[src/rtl/mem_access_unit_if.sv]
// mem_access_unit_if: request/response and data-RAM bus between the MEM stage, the load/store unit and the RAM
interface mem_access_unit_if;
    logic        req_valid;
    logic        req_write;
    logic [1:0]  req_size;
    logic        req_signed;
    logic [31:0] req_addr;
    logic [31:0] req_wdata;
    logic        stall;
    logic        rsp_valid;
    logic [31:0] rsp_rdata;
    logic        rsp_err;
    logic        ram_enable;
    logic        ram_rw;
    logic [31:0] ram_addr;
    logic [31:0] ram_din;
    logic [31:0] ram_dout;
    modport slave (
        input  req_valid, req_write, req_size, req_signed, req_addr, req_wdata, ram_dout,
        output stall, rsp_valid, rsp_rdata, rsp_err, ram_enable, ram_rw, ram_addr, ram_din
    );
    modport master (
        output req_valid, req_write, req_size, req_signed, req_addr, req_wdata, ram_dout,
        input  stall, rsp_valid, rsp_rdata, rsp_err, ram_enable, ram_rw, ram_addr, ram_din
    );
endinterface

[src/rtl/mem_access_unit.sv]
// mem_access_unit: MEM-stage load/store controller turning byte/half/word accesses into word RAM reads, writes and read-modify-writes
module mem_access_unit #(
    parameter int RD_LAT = 1
) (
    input logic               clk,
    input logic               rst_n,
    mem_access_unit_if.slave  bus
);
    typedef enum logic [1:0] {IDLE, RD, WR, RESP} state_t;
    localparam logic [2:0] LAT_M1 = 3'(RD_LAT - 1);
    state_t      state_q, state_d;
    logic [2:0]  cnt_q, cnt_d;
    logic [1:0]  off_q, off_d;
    logic [1:0]  size_q, size_d;
    logic        signed_q, signed_d;
    logic        write_q, write_d;
    logic [15:0] wdata_q, wdata_d;
    logic        rsp_valid_q, rsp_valid_d;
    logic        rsp_err_q, rsp_err_d;
    logic [31:0] rsp_rdata_q, rsp_rdata_d;
    logic        ram_enable_q, ram_enable_d;
    logic        ram_rw_q, ram_rw_d;
    logic [31:0] ram_addr_q, ram_addr_d;
    logic [31:0] ram_din_q, ram_din_d;
    logic [4:0]  sh;
    logic [31:0] lane, load_val, merged;
    logic        req_err;
    // lane extraction/extension for loads, lane merge for sub-word stores, and request legality
    always_comb begin
        sh       = {off_q, 3'b000};
        lane     = bus.ram_dout >> sh;
        load_val = size_q == 2'b00 ? {{24{signed_q & lane[7]}}, lane[7:0]}
                 : size_q == 2'b01 ? {{16{signed_q & lane[15]}}, lane[15:0]}
                 : bus.ram_dout;
        merged   = size_q == 2'b00 ? (bus.ram_dout & ~(32'h0000_00FF << sh)) | ({24'b0, wdata_q[7:0]} << sh)
                 : (bus.ram_dout & ~(32'h0000_FFFF << sh)) | ({16'b0, wdata_q} << sh);
        req_err  = (bus.req_size == 2'b11)
                 | (bus.req_size == 2'b01 & bus.req_addr[0])
                 | (bus.req_size == 2'b10 & bus.req_addr[1:0] != 2'b00)
                 | (bus.req_addr[31:10] != 22'b0);
    end
    // next state, latched request and registered outputs
    always_comb begin
        state_d     = state_q;
        cnt_d       = cnt_q;
        off_d       = off_q;
        size_d      = size_q;
        signed_d    = signed_q;
        write_d     = write_q;
        wdata_d     = wdata_q;
        rsp_valid_d = 1'b0;
        rsp_err_d   = 1'b0;
        rsp_rdata_d = 32'b0;
        ram_addr_d  = ram_addr_q;
        ram_din_d   = ram_din_q;
        case (state_q)
            IDLE: if (bus.req_valid) begin
                off_d      = bus.req_addr[1:0];
                size_d     = bus.req_size;
                signed_d   = bus.req_signed;
                write_d    = bus.req_write;
                wdata_d    = bus.req_wdata[15:0];
                ram_addr_d = {22'b0, bus.req_addr[9:2]};
                cnt_d      = LAT_M1;
                if (req_err) begin
                    state_d     = RESP;
                    rsp_valid_d = 1'b1;
                    rsp_err_d   = 1'b1;
                end else if (bus.req_write && bus.req_size == 2'b10) begin
                    state_d   = WR;
                    ram_din_d = bus.req_wdata;
                end else begin
                    state_d = RD;
                end
            end
            RD: if (cnt_q != 3'd0) begin
                cnt_d = cnt_q - 3'd1;
            end else if (write_q) begin
                state_d   = WR;
                ram_din_d = merged;
            end else begin
                state_d     = RESP;
                rsp_valid_d = 1'b1;
                rsp_rdata_d = load_val;
            end
            WR: begin
                state_d     = RESP;
                rsp_valid_d = 1'b1;
            end
            RESP: state_d = IDLE;
        endcase
        ram_enable_d = state_d == RD || state_d == WR;
        ram_rw_d     = state_d != WR;
    end
    // state and output registers; reset drops the RAM enable at once
    always_ff @(posedge clk or negedge rst_n) begin
        if (!rst_n) begin
            state_q      <= IDLE;
            cnt_q        <= 3'd0;
            off_q        <= 2'b0;
            size_q       <= 2'b0;
            signed_q     <= 1'b0;
            write_q      <= 1'b0;
            wdata_q      <= 16'b0;
            rsp_valid_q  <= 1'b0;
            rsp_err_q    <= 1'b0;
            rsp_rdata_q  <= 32'b0;
            ram_enable_q <= 1'b0;
            ram_rw_q     <= 1'b1;
            ram_addr_q   <= 32'b0;
            ram_din_q    <= 32'b0;
        end else begin
            state_q      <= state_d;
            cnt_q        <= cnt_d;
            off_q        <= off_d;
            size_q       <= size_d;
            signed_q     <= signed_d;
            write_q      <= write_d;
            wdata_q      <= wdata_d;
            rsp_valid_q  <= rsp_valid_d;
            rsp_err_q    <= rsp_err_d;
            rsp_rdata_q  <= rsp_rdata_d;
            ram_enable_q <= ram_enable_d;
            ram_rw_q     <= ram_rw_d;
            ram_addr_q   <= ram_addr_d;
            ram_din_q    <= ram_din_d;
        end
    end
    assign bus.stall      = (state_q == IDLE && bus.req_valid) || state_q == RD || state_q == WR;
    assign bus.rsp_valid  = rsp_valid_q;
    assign bus.rsp_err    = rsp_err_q;
    assign bus.rsp_rdata  = rsp_rdata_q;
    assign bus.ram_enable = ram_enable_q;
    assign bus.ram_rw     = ram_rw_q;
    assign bus.ram_addr   = ram_addr_q;
    assign bus.ram_din    = ram_din_q;
endmodule

[src/flat_wrapper.sv]
// flat-port wrapper written by rule: the top's interface ports become plain ports
module mem_access_unit_flat 
#(
    parameter int RD_LAT = 1
)
  (clk, rst_n, bus_req_valid, bus_req_write, bus_req_size, bus_req_signed, bus_req_addr, bus_req_wdata, bus_ram_dout, bus_stall, bus_rsp_valid, bus_rsp_rdata, bus_rsp_err, bus_ram_enable, bus_ram_rw, bus_ram_addr, bus_ram_din);
  mem_access_unit_if bus_i ();
  input logic clk;
  input logic rst_n;
  input wire logic [$bits(bus_i.req_valid)-1:0] bus_req_valid;
  input wire logic [$bits(bus_i.req_write)-1:0] bus_req_write;
  input wire logic [$bits(bus_i.req_size)-1:0] bus_req_size;
  input wire logic [$bits(bus_i.req_signed)-1:0] bus_req_signed;
  input wire logic [$bits(bus_i.req_addr)-1:0] bus_req_addr;
  input wire logic [$bits(bus_i.req_wdata)-1:0] bus_req_wdata;
  input wire logic [$bits(bus_i.ram_dout)-1:0] bus_ram_dout;
  output wire logic [$bits(bus_i.stall)-1:0] bus_stall;
  output wire logic [$bits(bus_i.rsp_valid)-1:0] bus_rsp_valid;
  output wire logic [$bits(bus_i.rsp_rdata)-1:0] bus_rsp_rdata;
  output wire logic [$bits(bus_i.rsp_err)-1:0] bus_rsp_err;
  output wire logic [$bits(bus_i.ram_enable)-1:0] bus_ram_enable;
  output wire logic [$bits(bus_i.ram_rw)-1:0] bus_ram_rw;
  output wire logic [$bits(bus_i.ram_addr)-1:0] bus_ram_addr;
  output wire logic [$bits(bus_i.ram_din)-1:0] bus_ram_din;
  assign bus_i.req_valid = bus_req_valid;
  assign bus_i.req_write = bus_req_write;
  assign bus_i.req_size = bus_req_size;
  assign bus_i.req_signed = bus_req_signed;
  assign bus_i.req_addr = bus_req_addr;
  assign bus_i.req_wdata = bus_req_wdata;
  assign bus_i.ram_dout = bus_ram_dout;
  assign bus_stall = bus_i.stall;
  assign bus_rsp_valid = bus_i.rsp_valid;
  assign bus_rsp_rdata = bus_i.rsp_rdata;
  assign bus_rsp_err = bus_i.rsp_err;
  assign bus_ram_enable = bus_i.ram_enable;
  assign bus_ram_rw = bus_i.ram_rw;
  assign bus_ram_addr = bus_i.ram_addr;
  assign bus_ram_din = bus_i.ram_din;
  mem_access_unit #(.RD_LAT(RD_LAT)) u_core (.clk(clk), .rst_n(rst_n), .bus(bus_i));
endmodule
[config.mk]
export PLATFORM = sky130hd
export DESIGN_NAME = mem_access_unit_flat
export DESIGN_NICKNAME = d
export VERILOG_FILES = /design/src/rtl/mem_access_unit_if.sv /design/src/rtl/mem_access_unit.sv /design/src/flat_wrapper.sv
export SDC_FILE = /design/constraint.sdc
export NUM_CORES = 1
export LEC_CHECK = 0
export CORE_MARGIN = 2
export CORE_UTILIZATION = 46
export DETAILED_ROUTE_END_ITERATION = 8
export GPL_TIMING_DRIVEN = 0
export HOLD_SLACK_MARGIN = 0.03
export PLACE_DENSITY = 0.82
export SLEW_MARGIN = 40
export SYNTH_ARGS = -nofsm -noshare
export SYNTH_HDL_FRONTEND = slang
export SYNTH_SLANG_ARGS = --single-unit
[constraint.sdc]
create_clock -name clk -period 3 [get_ports clk]
set_input_delay 0.6 -clock clk [delete_from_list [all_inputs] [get_ports clk]]
set_output_delay 0.6 -clock clk [all_outputs]
set_load 0.01 [all_outputs]
==> results.sh, run 1 <==
export IMPL_status="finished, final reports clean"
export IMPL_drtIter0Drc=547
export IMPL_core_area_sq_mm=0.0121
export IMPL_ys_flop_type="dfrtp_1"
export IMPL_yosys_warnings=0
export IMPL_fin_hold_ws_ns=0.146
export IMPL_synth_mux_area_fraction=0.0989
export IMPL_synth_cells=611
export IMPL_slew_violations=0
export IMPL_postPlaceCellArea_sq_mm=0.00785
export IMPL_cts_buffers=9
export IMPL_grt_ovfl_total=0
export IMPL_cts_setup_buffers=0
export IMPL_layout_drive_gt1_share=0.116
export IMPL_firstDrtPassIters=5
export IMPL_clock_sinks=103
export IMPL_synth_area_sq_mm=0.00573
export IMPL_synth_xor_area_frac=0.00153
export IMPL_worstMarginPinSlew_ns=0.760
export IMPL_synth_compound_area_frac=0.183
export IMPL_crit_chain="inv_1, clkbuf_1, ha_1, o21ai_0, a221oi_1, nor2_1, mux2_4"
export IMPL_cts_htree_levels=3
export IMPL_setup_viol=0
export IMPL_slew_headroom=0.489
export IMPL_path_clk_slew_ns=0.07
export IMPL_fin_util=0.673
export IMPL_cp_max_fo=11
export IMPL_start_util=0.475
export IMPL_nets=934
export IMPL_die_h_microns=116
export IMPL_met2_length_microns=9000
export IMPL_fillerInstances=935
export IMPL_post_route_min_period_ns=2.78
export IMPL_port_buffers=179
export IMPL_clock_skew_ns=0.00948
export IMPL_drv_cap=0
export IMPL_post_route_period_util=0.928
export IMPL_grt_first_pass_wirelength_microns=29000
export IMPL_clk_latency_ns=0.35
export IMPL_synth_distinct_cells=48
export IMPL_max_freq_ghz=0.359
export IMPL_clock_path_buffers=2
export IMPL_power_density_mw_per_mm2=941
export IMPL_power_total_uw=7650
export IMPL_antenna_found_initial=0
export IMPL_place_gp_congestion=0.913
export IMPL_detailed_place_hpwl_microns=15100
export IMPL_ant_nets=0
export IMPL_endpoint_kind="flip-flop"
export IMPL_synth_top_family_by_area="compound AO/OA/AOI/OAI gates"
export IMPL_die_area_sq_mm=0.0134
export IMPL_grt_max_degree=54
export IMPL_crit_arrival_ns=3.02
export IMPL_fin_area_sq_mm=0.00812
export IMPL_wire_per_inst_microns=19.1
export IMPL_avgSynthCellArea_sq_um=9.38
export IMPL_cpPeakStageDelay_ns=0.54
export IMPL_yosysSeqAreaShare=0.450
export IMPL_grt_total_usage=0.286
export IMPL_slowest_stage="a221oi_1"
export IMPL_synth_edf_count=0
export IMPL_peakVddDrop_v=0.000492
export IMPL_first_global_vias=5322
export IMPL_rrSetupSlack_ns=0.22
export IMPL_hold_viol=0
export IMPL_synthAdderAreaFrac=0.0153
export IMPL_cts_root_buffer="clkbuf_16"
export IMPL_synthArstFlopShare=1.00
export IMPL_rr_worst_depth=7
export IMPL_hold_class="input port to asynchronous set/reset pin"
export IMPL_worstPathRequired_ns=3.24
export IMPL_vias_per_cell=5.44
export IMPL_tns_ns=0
export IMPL_yosys_register_bits=103
export IMPL_totalWireLength_microns=19000
export IMPL_crit_path_start_kind="flip-flop"
export IMPL_maxUsedRoutingLayer="met4"
export IMPL_die_x_microns=116
export IMPL_diodes=0
export IMPL_rsz0062_at_grt="no"
export IMPL_syn2layout_area_growth_pct=41.8
export IMPL_ctsResizeCount=0
export IMPL_crit_type="flip-flop to flip-flop"
export IMPL_synthSimpleGateAreaFrac=0.174
export IMPL_p_leak_uw=0.00367
export IMPL_ios=204
export IMPL_rows=40
export IMPL_drcViolationCount=0
export IMPL_vias=5423
export IMPL_tritoncts="yes"
export IMPL_r2r_end="u_core.bus.ram_din[12]$_DFFE_PN0P_"
export IMPL_wl_met1_microns=8210
export IMPL_r2r_start="u_core.off_q[1]$_DFFE_PN0P_"
export IMPL_wl_met3_microns=1320
cells in the mapped netlist, drive strengths merged (3+ instances only):
cell type / instances / area share
o21ai: 46 / 0.040
a222oi: 8 / 0.014
nand2b: 5 / 0.0055
inv: 15 / 0.0098
o21bai: 5 / 0.0066
a22oi: 5 / 0.0066
and2: 3 / 0.0033
nor2: 57 / 0.037
nor3: 16 / 0.016
nand2: 107 / 0.070
o22ai: 4 / 0.0044
o221a: 7 / 0.014
a211oi: 7 / 0.0092
a21oi: 21 / 0.019
mux2: 33 / 0.085
mux2i: 6 / 0.010
ha: 7 / 0.015
nand3: 8 / 0.0070
o21a: 4 / 0.0052
clkbuf: 30 / 0.020
buf: 39 / 0.047
nor2b: 21 / 0.023
a22o: 9 / 0.014
dfrtp: 102 / 0.45
a21o: 5 / 0.0066
nor4: 5 / 0.0055
a221oi: 19 / 0.029
o221ai: 3 / 0.0046
placed cells by master (no fill, tap or decap), types with 6 or more instances in the layout:
cell type        count
clkbuf_16            9
a21oi_1             20
a211oi_1             7
ha_1                 7
buf_4               25
buf_2                6
mux2_4              30
a222oi_1             8
conb_1              24
inv_1               15
a221oi_1            19
nor3_1              15
nor2_1              57
nor2b_1             21
clkdlybuf4s50_1    178
nand2_1            107
mux2i_1              6
o21ai_0             46
dfrtp_1            102
clkbuf_1            31
o221a_2              7
a22o_1               9
nand3_1              8
logic make-up (layout without fill, tap and decap cells):
| group | Yosys count | in the layout |
|---|---|---|
| simple gates | 227 | 227 |
| other cells | 1 | 24 |
| mux | 40 | 40 |
| flops | 103 | 103 |
| xor+xnor | 1 | 1 |
| buf+inv | 84 | 278 |
| fa+ha+maj | 7 | 7 |
| compound gates | 148 | 148 |
state kept, by name (all words and copies together) (netlist names), 2 cells and up:
signal,cells
u_core.size_q,2
u_core.state_q,2
u_core.bus.rsp_rdata,32
u_core.cnt_q,3
u_core.bus.ram_addr,8
u_core.bus.ram_din,32
u_core.wdata_q,16
u_core.off_q,2
critical path, delay by kind of cell, from the launching register on:
kind	cells	cell delay, ns
compound gates	2	0.83
fa+ha+maj	1	0.32
flops	1	0.52
buf+inv	2	0.58
simple gates	1	0.12
mux	1	0.29
layer usage:
layer,global-route usage,up-vias
li1,-,2521
met5,0,-
met4,0.108,0
met3,0.0392,35
met2,0.462,256
met1,0.395,2611
stage by stage:
step / setup WS, ns / std cells
3_5_place_dp: 0.115 / 982
4_1_cts: 0.0970 / 997
5_1_grt: 0.0740 / 996
2_1_floorplan: 0.793 / 634
3_3_place_gp: -2.30 / 981
6_report: 0.217 / 996
what timing repair did:
| item | CTS | global route |
|---|---|---|
| hold endpoints to repair | 0 | 0 |
| endpoints found under the setup margin | 0 | 4 |
| hold buffers | 0 | 0 |
cell type report:
class	count	area [sq um]	area share
clock buffer	13	260	0.0320
multi-input combinational	447	2800	0.344
timing repair buffer	180	1820	0.225
inverter	15	56.3	0.00693
clock inverter	2	16.3	0.00200
sequential	103	2580	0.317
buffer	68	379	0.0467
tap	168	210	0.0259
where the power goes:
group	total, uW	switching (uW)	leakage, uW	internal [uW]
clock	1100	499	0.000132	606
combinational	4270	2320	0.00222	1940
sequential	2270	363	0.00132	1910
total	7650	3190	0.00367	4460
worst max path at each step:
| stage | slack (ns) | depth (start not counted) | start | to |
|---|---|---|---|---|
| 6_report | 0.22 | 7 | u_core.off_q[1]$_DFFE_PN0P_ | u_core.bus.ram_din[12]$_DFFE_PN0P_ |
| 5_1_grt | 0.07 | 8 | u_core.off_q[1]$_DFFE_PN0P_ | u_core.bus.ram_din[17]$_DFFE_PN0P_ |
| 4_1_cts | 0.1 | 9 | u_core.off_q[1]$_DFFE_PN0P_ | u_core.bus.ram_din[23]$_DFFE_PN0P_ |
| 3_5_place_dp | 0.12 | 9 | u_core.off_q[1]$_DFFE_PN0P_ | u_core.bus.ram_din[23]$_DFFE_PN0P_ |
| 3_3_place_gp | -2.30 | 1 | rst_n | u_core.bus.ram_din[14]$_DFFE_PN0P_ |
| 2_1_floorplan | 0.79 | 9 | u_core.off_q[1]$_DFFE_PN0P_ | u_core.bus.ram_din[23]$_DFFE_PN0P_ |
No activity file was read; power rests on OpenSTA's default activity.
==> run 2, diff against run 1 <==
- RECOVER_POWER: unset -> 25
==> results.sh, run 2 (same netlist as run 1, synthesis figures left out) <==
export IMPL_status="finished, final reports clean"
export IMPL_nets=934
export IMPL_worst_path_buf_inv=2
export IMPL_setup_viol=0
export IMPL_crit_path_start_kind="flip-flop"
export IMPL_crit_type="flip-flop to flip-flop"
export IMPL_detailed_place_hpwl_microns=15100
export IMPL_fin_area_sq_mm=0.00809
export IMPL_slowest_stage="a221oi_1"
export IMPL_ios=204
export IMPL_slew_violations=0
export IMPL_grt_max_degree=54
export IMPL_post_route_period_util=0.921
export IMPL_start_util=0.475
export IMPL_clock_path_buffers=2
export IMPL_core_area_sq_mm=0.0121
export IMPL_cts_root_buffer="clkbuf_16"
export IMPL_first_global_vias=5322
export IMPL_firstDrtPassIters=6
export IMPL_slew_headroom=0.127
export IMPL_worstPathRequired_ns=3.24
export IMPL_dp_slack_ns=0.115
export IMPL_cpPeakStageDelay_ns=0.54
export IMPL_cp_top_family="compound AO/OA/AOI/OAI gates"
export IMPL_max_freq_ghz=0.362
export IMPL_ant_nets=0
export IMPL_layout_area_seq_sq_mm=0.00258
export IMPL_port_buffers=179
export IMPL_cts_buffers=9
export IMPL_grt_first_pass_wirelength_microns=29000
export IMPL_drv_cap=0
export IMPL_setup_slack_ns=0.238
export IMPL_crit_chain="inv_1, clkbuf_1, ha_1, o21ai_0, a221oi_1, nor2_1, mux2_4"
export IMPL_final_common_cell="clkdlybuf4s50_1"
export IMPL_vias_per_cell=5.42
export IMPL_die_x_microns=116
export IMPL_hold_viol=0
export IMPL_hold_class="flip-flop to flip-flop"
export IMPL_worstMarginPinSlew_ns=1.31
export IMPL_p_leak_uw=0.00366
export IMPL_rows=40
export IMPL_clock_skew_ns=0.00918
export IMPL_rsz0062_at_grt="no"
export IMPL_final_cell_mix="clkdlybuf4s50_1, nand2_1, dfrtp_1, nor2_1, o21ai_0"
export IMPL_cts_htree_levels=3
export IMPL_multi_input_area_sq_mm=0.00280
export IMPL_cp_max_fo=11
export IMPL_crit_arrival_ns=3.00
export IMPL_ctsResizeCount=0
export IMPL_vias=5398
export IMPL_place_gp_congestion=0.913
export IMPL_grt_total_usage=0.286
export IMPL_clock_sinks=103
export IMPL_fillerInstances=939
export IMPL_tritoncts="yes"
export IMPL_grt_ovfl_total=0
export IMPL_wire_per_inst_microns=19.0
export IMPL_antenna_found_initial=0
export IMPL_endpoint_kind="flip-flop"
export IMPL_drcViolationCount=0
export IMPL_drtIter0Drc=466
export IMPL_diodes=0
export IMPL_power_density_mw_per_mm2=943
export IMPL_die_h_microns=116
export IMPL_totalWireLength_microns=19000
export IMPL_clk_latency_ns=0.35
export IMPL_layout_drive_gt1_share=0.116
export IMPL_path_clk_slew_ns=0.07
export IMPL_syn2layout_area_growth_pct=41.2
export IMPL_postCtsHoldBufs=0
export IMPL_die_area_sq_mm=0.0134
export IMPL_post_route_min_period_ns=2.76
export IMPL_peakVddDrop_v=0.000491
export IMPL_postPlaceCellArea_sq_mm=0.00785
-- run 2: stage by stage --
stage | util | instances | hold WS (ns) | TNS [ns] | total power, uW
2_1_floorplan | - | 634 | 0.304 | 0 | 4730
3_3_place_gp | 0.648 | 981 | 0.461 | -235.30 | 6410
3_5_place_dp | 0.651 | 982 | 0.469 | 0 | 6500
4_1_cts | 0.674 | 997 | 0.162 | 0 | 7630
5_1_grt | 0.671 | 996 | 0.507 | 0 | 8100
6_report | 0.671 | 996 | 0.477 | 0 | 7630
-- run 2: path summary, 6_finish.rpt --
| kind | startpoint | to | slack (ns) | cells after the start |
|---|---|---|---|---|
| min in group asynchronous | rst_n | u_core.bus.rsp_rdata[8]$_DFF_PN0_ | 0.51 | 1 |
| worst max register to register | u_core.off_q[1]$_DFFE_PN0P_ | u_core.bus.ram_din[12]$_DFFE_PN0P_ | 0.24 | 7 |
| worst min register to register | u_core.bus.ram_addr[4]$_DFFE_PN0P_ | u_core.bus.ram_addr[4]$_DFFE_PN0P_ | 0.48 | 2 |
| worst max-delay path | u_core.off_q[1]$_DFFE_PN0P_ | u_core.bus.ram_din[12]$_DFFE_PN0P_ | 0.24 | 7 |
| max in group asynchronous | rst_n | u_core.wdata_q[13]$_DFFE_PN0P_ | 0.57 | 2 |
| worst min-delay path | u_core.bus.ram_addr[4]$_DFFE_PN0P_ | u_core.bus.ram_addr[4]$_DFFE_PN0P_ | 0.48 | 2 |
-- run 2: where the power goes --
group          internal (uW)  switching [uW]  leakage (uW)
Combinational           1940            2320       0.00221
Clock                    605             495      0.000132
Sequential              1910             360       0.00132
Total                   4460            3180       0.00366
-- run 2: final cells by class --
type,instances,share of cell area
Tap cell,168,0.0260
Timing Repair Buffer,180,0.221
Clock inverter,2,0.00201
Multi-Input combinational cell,447,0.346
Sequential cell,103,0.319
Clock buffer,13,0.0322
Buffer,68,0.0469
Inverter,15,0.00696
-- run 2: layer usage --
| layer | GRT usage | part of all wire | vias up |
|---|---|---|---|
| met5 | 0 | 0 | - |
| met4 | 0.108 | 0.024 | 0 |
| met3 | 0.0392 | 0.069 | 34 |
| met2 | 0.462 | 0.47 | 243 |
| met1 | 0.395 | 0.43 | 2596 |
| li1 | - | - | 2525 |
-- run 2: repair_timing --
item,CTS,global route
hold endpoints to repair,0,0
endpoints found under the setup margin,0,4
buffers inserted,0,0
-- run 2: worst reg2reg max path: stages, from the launching register on --
cell and delay [ns]:
dfrtp_1 0.51, inv_1 0.16, clkbuf_1 0.42, ha_1 0.32, o21ai_0 0.28, a221oi_1 0.54, nor2_1 0.12, mux2_4 0.29
